File: src/rtl/shift_rotate_pipe.sv
// shift_rotate_pipe
//   Pipelined barrel shifter / rotator with a valid/ready streaming interface.
//   Each of the SHW stages shifts by a fixed power of two (stage k by 2^k)
//   when the matching shift-amount bit is set. The last stage is the output
//   register, so a result appears SHW cycles after it is accepted.
//
// Ports
//   clk, rst_n            clock (rising edge), asynchronous active-low reset
//   in_valid / in_ready   input handshake; in_ready drops only while the output stalls
//   in_data, in_shift     operand and shift amount (0..WIDTH-1)
//   in_lr                 0 = right, 1 = left
//   in_mode               00 logical, 01 arithmetic, 10 rotate, 11 reserved (error)
//   out_valid / out_ready output handshake
//   out_data, out_zero    result and result == 0 flag
//   out_err               result came from a reserved-mode operation
//   busy                  any stage, including the output register, holds an operation
module shift_rotate_pipe #(
  parameter int WIDTH = 16,
  localparam int SHW = $clog2(WIDTH)
) (
  input  logic             clk,
  input  logic             rst_n,
  input  logic             in_valid,
  output logic             in_ready,
  input  logic [WIDTH-1:0] in_data,
  input  logic [SHW-1:0]   in_shift,
  input  logic             in_lr,
  input  logic [1:0]       in_mode,
  output logic             out_valid,
  input  logic             out_ready,
  output logic [WIDTH-1:0] out_data,
  output logic             out_zero,
  output logic             out_err,
  output logic             busy
);

  // One pipeline step: shift/rotate d by amt when en is set, otherwise pass.
  // The arithmetic fill uses the sign captured at acceptance, never a bit of
  // the partially shifted data.
  function automatic logic [WIDTH-1:0] shift_step(
    input logic [WIDTH-1:0] d,
    input logic             en,
    input logic             lr,
    input logic [1:0]       mode,
    input logic             sign,
    input int               amt
  );
    logic [WIDTH-1:0] hi_mask;
    logic [WIDTH-1:0] r;
    hi_mask = ~({WIDTH{1'b1}} >> amt);
    r = d;
    if (en) begin
      case (mode)
        2'b00:   r = lr ? (d << amt) : (d >> amt);
        2'b01:   r = lr ? (d << amt) : ((d >> amt) | (sign ? hi_mask : {WIDTH{1'b0}}));
        2'b10:   r = lr ? ((d << amt) | (d >> (WIDTH - amt)))
                        : ((d >> amt) | (d << (WIDTH - amt)));
        default: r = d;  // reserved mode: operand was already forced to zero
      endcase
    end else begin
      r = d;
    end
    return r;
  endfunction

  // Data, error and valid travel through every stage including the output register.
  logic [WIDTH-1:0] data_r [SHW];
  logic [SHW-1:0]   err_r;
  logic [SHW-1:0]   valid_r;
  logic             zero_r;

  // Sideband needed only by the stages after each register; the remaining
  // shift amount is kept right-aligned so the next stage always uses bit 0.
  logic [SHW-1:0]   shift_r [SHW-1];
  logic [1:0]       mode_r  [SHW-1];
  logic [SHW-2:0]   lr_r;
  logic [SHW-2:0]   sign_r;

  logic [WIDTH-1:0] next_data_s [SHW];
  logic [WIDTH-1:0] entry_data_s;
  logic             stall_s;
  logic             accept_s;

  assign stall_s  = valid_r[SHW-1] & ~out_ready;
  assign accept_s = in_valid & ~stall_s;
  assign in_ready = ~stall_s;

  // Next-state data for every stage.
  always_comb begin
    entry_data_s   = (in_mode == 2'b11) ? {WIDTH{1'b0}} : in_data;
    next_data_s[0] = shift_step(entry_data_s, in_shift[0], in_lr, in_mode,
                                in_data[WIDTH-1], 1);
    for (int k = 1; k < SHW; k++) begin
      next_data_s[k] = shift_step(data_r[k-1], shift_r[k-1][0], lr_r[k-1],
                                  mode_r[k-1], sign_r[k-1], 1 << k);
    end
  end

  // Pipeline registers: all stages advance together unless the output stalls;
  // bubbles advance like operations so nothing is compacted.
  always_ff @(posedge clk or negedge rst_n) begin
    if (!rst_n) begin
      for (int k = 0; k < SHW; k++) begin
        data_r[k] <= {WIDTH{1'b0}};
      end
      for (int k = 0; k < SHW - 1; k++) begin
        shift_r[k] <= {SHW{1'b0}};
        mode_r[k]  <= 2'b00;
      end
      lr_r    <= {(SHW-1){1'b0}};
      sign_r  <= {(SHW-1){1'b0}};
      err_r   <= {SHW{1'b0}};
      valid_r <= {SHW{1'b0}};
      zero_r  <= 1'b1;
    end else if (!stall_s) begin
      data_r[0]  <= next_data_s[0];
      err_r[0]   <= accept_s & (in_mode == 2'b11);
      valid_r[0] <= accept_s;
      shift_r[0] <= in_shift >> 1;
      mode_r[0]  <= in_mode;
      lr_r[0]    <= in_lr;
      sign_r[0]  <= in_data[WIDTH-1];
      for (int k = 1; k < SHW; k++) begin
        data_r[k]  <= next_data_s[k];
        err_r[k]   <= err_r[k-1];
        valid_r[k] <= valid_r[k-1];
      end
      for (int k = 1; k < SHW - 1; k++) begin
        shift_r[k] <= shift_r[k-1] >> 1;
        mode_r[k]  <= mode_r[k-1];
        lr_r[k]    <= lr_r[k-1];
        sign_r[k]  <= sign_r[k-1];
      end
      zero_r <= (next_data_s[SHW-1] == {WIDTH{1'b0}});
    end
  end

  assign out_data  = data_r[SHW-1];
  assign out_valid = valid_r[SHW-1];
  assign out_err   = err_r[SHW-1];
  assign out_zero  = zero_r;
  assign busy      = |valid_r;

endmodule

File: config.mk
export PLATFORM = sky130hd
export DESIGN_NAME = shift_rotate_pipe
export DESIGN_NICKNAME = d
export VERILOG_FILES = /design/src/rtl/shift_rotate_pipe.sv
export SDC_FILE = /design/constraint.sdc
export NUM_CORES = 1
export LEC_CHECK = 0
export ABC_AREA = 1
export CAP_MARGIN = 25
export CORE_MARGIN = 5
export CORE_UTILIZATION = 37
export DETAILED_ROUTE_END_ITERATION = 7
export GPL_ROUTABILITY_DRIVEN = 0
export MAX_ROUTING_LAYER = met4
export PLACE_DENSITY = 0.55
export SYNTH_ARGS = -nofsm -noshare
export SYNTH_HDL_FRONTEND = slang
export SYNTH_SLANG_ARGS = --single-unit
export TNS_END_PERCENT = 30
File: constraint.sdc
create_clock -name clk -period 1.6 [get_ports clk]
set_clock_uncertainty 0.1 [all_clocks]
set_input_delay 0.32 -clock clk [delete_from_list [all_inputs] [get_ports clk]]
set_output_delay 0.32 -clock clk [all_outputs]
set_load 0.02 [all_outputs]
==> summary.md <==
| Metric | Value |
|---|---|
| Post-synthesis sequential area ratio | 46.6% |
| #FFs+latches synth | 91 |
| Setup Crit Path Kind | input port to output pin |
| Max Fclk | ~0.64 GHz |
| Clock power frac | 17.3% |
| Routed WL per cell | roughly 14 um |
| FF-to-FF Start | valid_r[3]$_DFFE_PN0N_ |
| CTS tree | yes |
| TritonCTS buffer count | 9 |
| Antenna viol nets, final | 0 |
| EDFF count, synth | 0 |
| Setup TNS | 0 ns |
| Gr ovfl total | 0 |
| Tcrit/Tclk final | 98.3% |
| # rows | between 40 and 50 |
| Leak | 2.81 nW |
| Comb power frac | around 48% |
| Drt total wl | 12400 um |
| Pre-CTS WS | -0.319 ns |
| Status | complete, no violations |
| NumNets Final | 737 |
| Power Density | 1900 nW/um2 |
| Largest net degree at the start of global routing | just under 50 |
| Prevailing post-synth register cell | dfrtp_1 |
| Syn nets | 680 |
| Num ports | 48 |
| Max VDD drop | 0.596 mV |
| Root Driver | clkbuf_16 |
| CP cell instances | clkdlybuf4s50_1 -> or2_4 -> buf_6 |
| Reg-to-Reg End | data_r[56]$_DFFE_PN0N_ |
| CP delay by family, top | buffers and inverters |
| Final hold violation count | 0 |
| Antenna violations before repair | 0 |
| Met2 Use GR | 28.5% |
| Initial Util | between 30% and 40% |
| Post-Syn Area | 4890 um2 |
| Final Worst Setup Slack | roughly 0.028 ns |
| Placed Instances | between 800 and 900 |
| CP endpoint kind | output pin |
| Depth of the worst register-to-register path | 7 |
| Minimum clock period after layout | 1.57 ns |
| Most common cell after layout, fill and taps aside | nand2_1 |
| Rel. slew slack | 79.4% |
| H-tree levels | 3 |
| Layout cell share with drive strength beyond 1 | 11.6% |
| Netlist cell types | 29 |
| Detailed router's first-iteration violation count | 237 |
| Seq pwr share | 35.2% |
| Vias in the first global route | 4398 |
| Crit path depth | 3 |
| CP Buf/Inv Count | 2 |
| CP required | 1.18 ns |
| Final Non-Filler Cells | 890 |
| Highest-delay cell along the critical path | clkdlybuf4s50_1 |
| Hold_ws | about 0.23 ns |
| DRC | 0 |
| Vias per inst | approximately 5.0 |
| Die area | 15600 um2 |
| Register-to-Register Setup Slack | 0.08 ns |
| Worst EP arrival | around 1.2 ns |
| PortBufs | 47 |
| # setup viols final | 0 |
| Met3 Use GR | 2.69% |
| Worst-path clk slew | 0.06 ns |
| First-pass GRT wire length | 21100 um |
| Crit-path max FO | 4 |
| P_sw | 4.89 mW |
| Commonest cells after routing, fill and taps aside | nand2_1, o21ai_0, dfrtp_1 |
| Area grow syn2layout | 23.2% |
| Max-slew violations | 0 |
| Hold/Removal Path Class | input port to async pin |
| Dpl cell area | 5710 um2 |
| Clk_lat worst skew | approximately 0.34 ns |
| Fill count | between 1000 and 1500 |
| Worst Tran Pin Value | between 0.3 and 0.4 ns |
| Ys Warns | 0 |
| Via Count | 4479 |
| Internal Power | roughly 6.6 mW |
| Global-route usage over all layers | 16.9% |
| Die width | 125 um |
| # diodes | 0 |
| Final non-filler cell area | about 6000 um2 |
| RSZ-0062 raised after global routing | yes |
| Switching Fraction | 42.7% |
| Total power | 11.4 mW |
| Worst Setup Start Kind | input port |
| Pre-antenna DRT Iters | 5 |
| Max Cap Viol | 0 |
| CP max stage delay | 0.40 ns |
| CTS max path bufs | 2 |
| Core Footprint | approximately 13000 um2 |
| Final core occ | 46.0% |
| Post-synth ARST share | 100% |
| Mapped Avg Cell Area | about 7.5 um2 |
| GRT Max-Usage Layer | met2 |
| Die height | 125 um |
| GR Util met1 | 19.8% |
| Synth Instances | 653 |
| HPWL after DPL | 9430 um |
| TritonCTS Sinks | 91 |
[worst max path at each step]
stage | startpoint | to | slack [ns]
finish | out_ready | in_ready | 0.03
global route | mode_r[0]$_DFFE_PN0N_ | out_zero$_DFFE_PN1N_ | -0.06
CTS | valid_r[3]$_DFFE_PN0N_ | in_ready | 0.01
detailed placement | out_ready | data_r[39]$_DFFE_PN0N_ | -0.32
global placement | out_ready | data_r[39]$_DFFE_PN0N_ | -0.29
floorplan | valid_r[3]$_DFFE_PN0N_ | in_ready | 0.02
[power by group through the flow]
stage | combinational, mW | clock, mW | sequential, mW
after floorplan | 3.75 | 0 | 3.86
after global placement | 5.41 | 0 | 4.04
after detailed placement | 5.49 | 0 | 4.07
after CTS | 5.41 | 2.02 | 4.03
after global routing | 6.18 | 2.13 | 4.15
final | 5.43 | 1.98 | 4.03
[Yosys cell counts, types with 3 or more instances]
library cell  instances  area share, %
nand2_1             179             14
o21ai_0             135             14
dfrtp_1              90             46
inv_1                59            4.5
a21oi_1              43            4.4
clkbuf_1             24            1.8
o211ai_1             19            2.9
nand3_1              18            1.8
buf_4                17            2.6
nor2_1               16            1.2
buf_2                11            1.1
a31oi_1               9            1.2
o22ai_1               8            1.0
o21ai_1               4           0.41
clkinv_1              3           0.23
nand2_2               3           0.38
[final cells by class]
cell class	count	area, um2	share of cell area, %
clock buffers	14	264	4.38
clock inverters	1	8.76	0.145
repair buffers	100	905	15.0
multi-input cells	444	2100	34.9
inverters	64	243	4.03
flip-flops and latches	91	2280	37.9
well taps	176	220	3.66
[layer usage]
layer / vias to the layer above / part of all wire, %
met5: - / 0
met4: 0 / 3.6
met3: 33 / 3.7
met2: 112 / 50
met1: 2055 / 43
li1: 2279 / -
[sequential cells by signal, indices dropped and copies added, names as in the netlist]
signal,count
out_data,16
data_r,48
sign_r,3
shift_r,6
mode_r,6
valid_r,4
lr_r,3
err_r,4
out_zero,1
[what timing repair did]
item / 4_1_cts / 5_1_grt
hold buffers: 1 / 0
hold endpoints to repair: 90 / 0
pin swaps: 1 / 3
gates resized for setup: 27 / 14
buffers inserted: 3 / 0
endpoints found under the setup margin: 22 / 29
[kinds of logic after synthesis]
| group | share of synthesized area, % |
|---|---|
| compound gates | 25.1 |
| buf+inv | 10.8 |
| flops | 46.6 |
| simple gates | 17.5 |
Note: power is estimated with default switching activity, not from simulation.
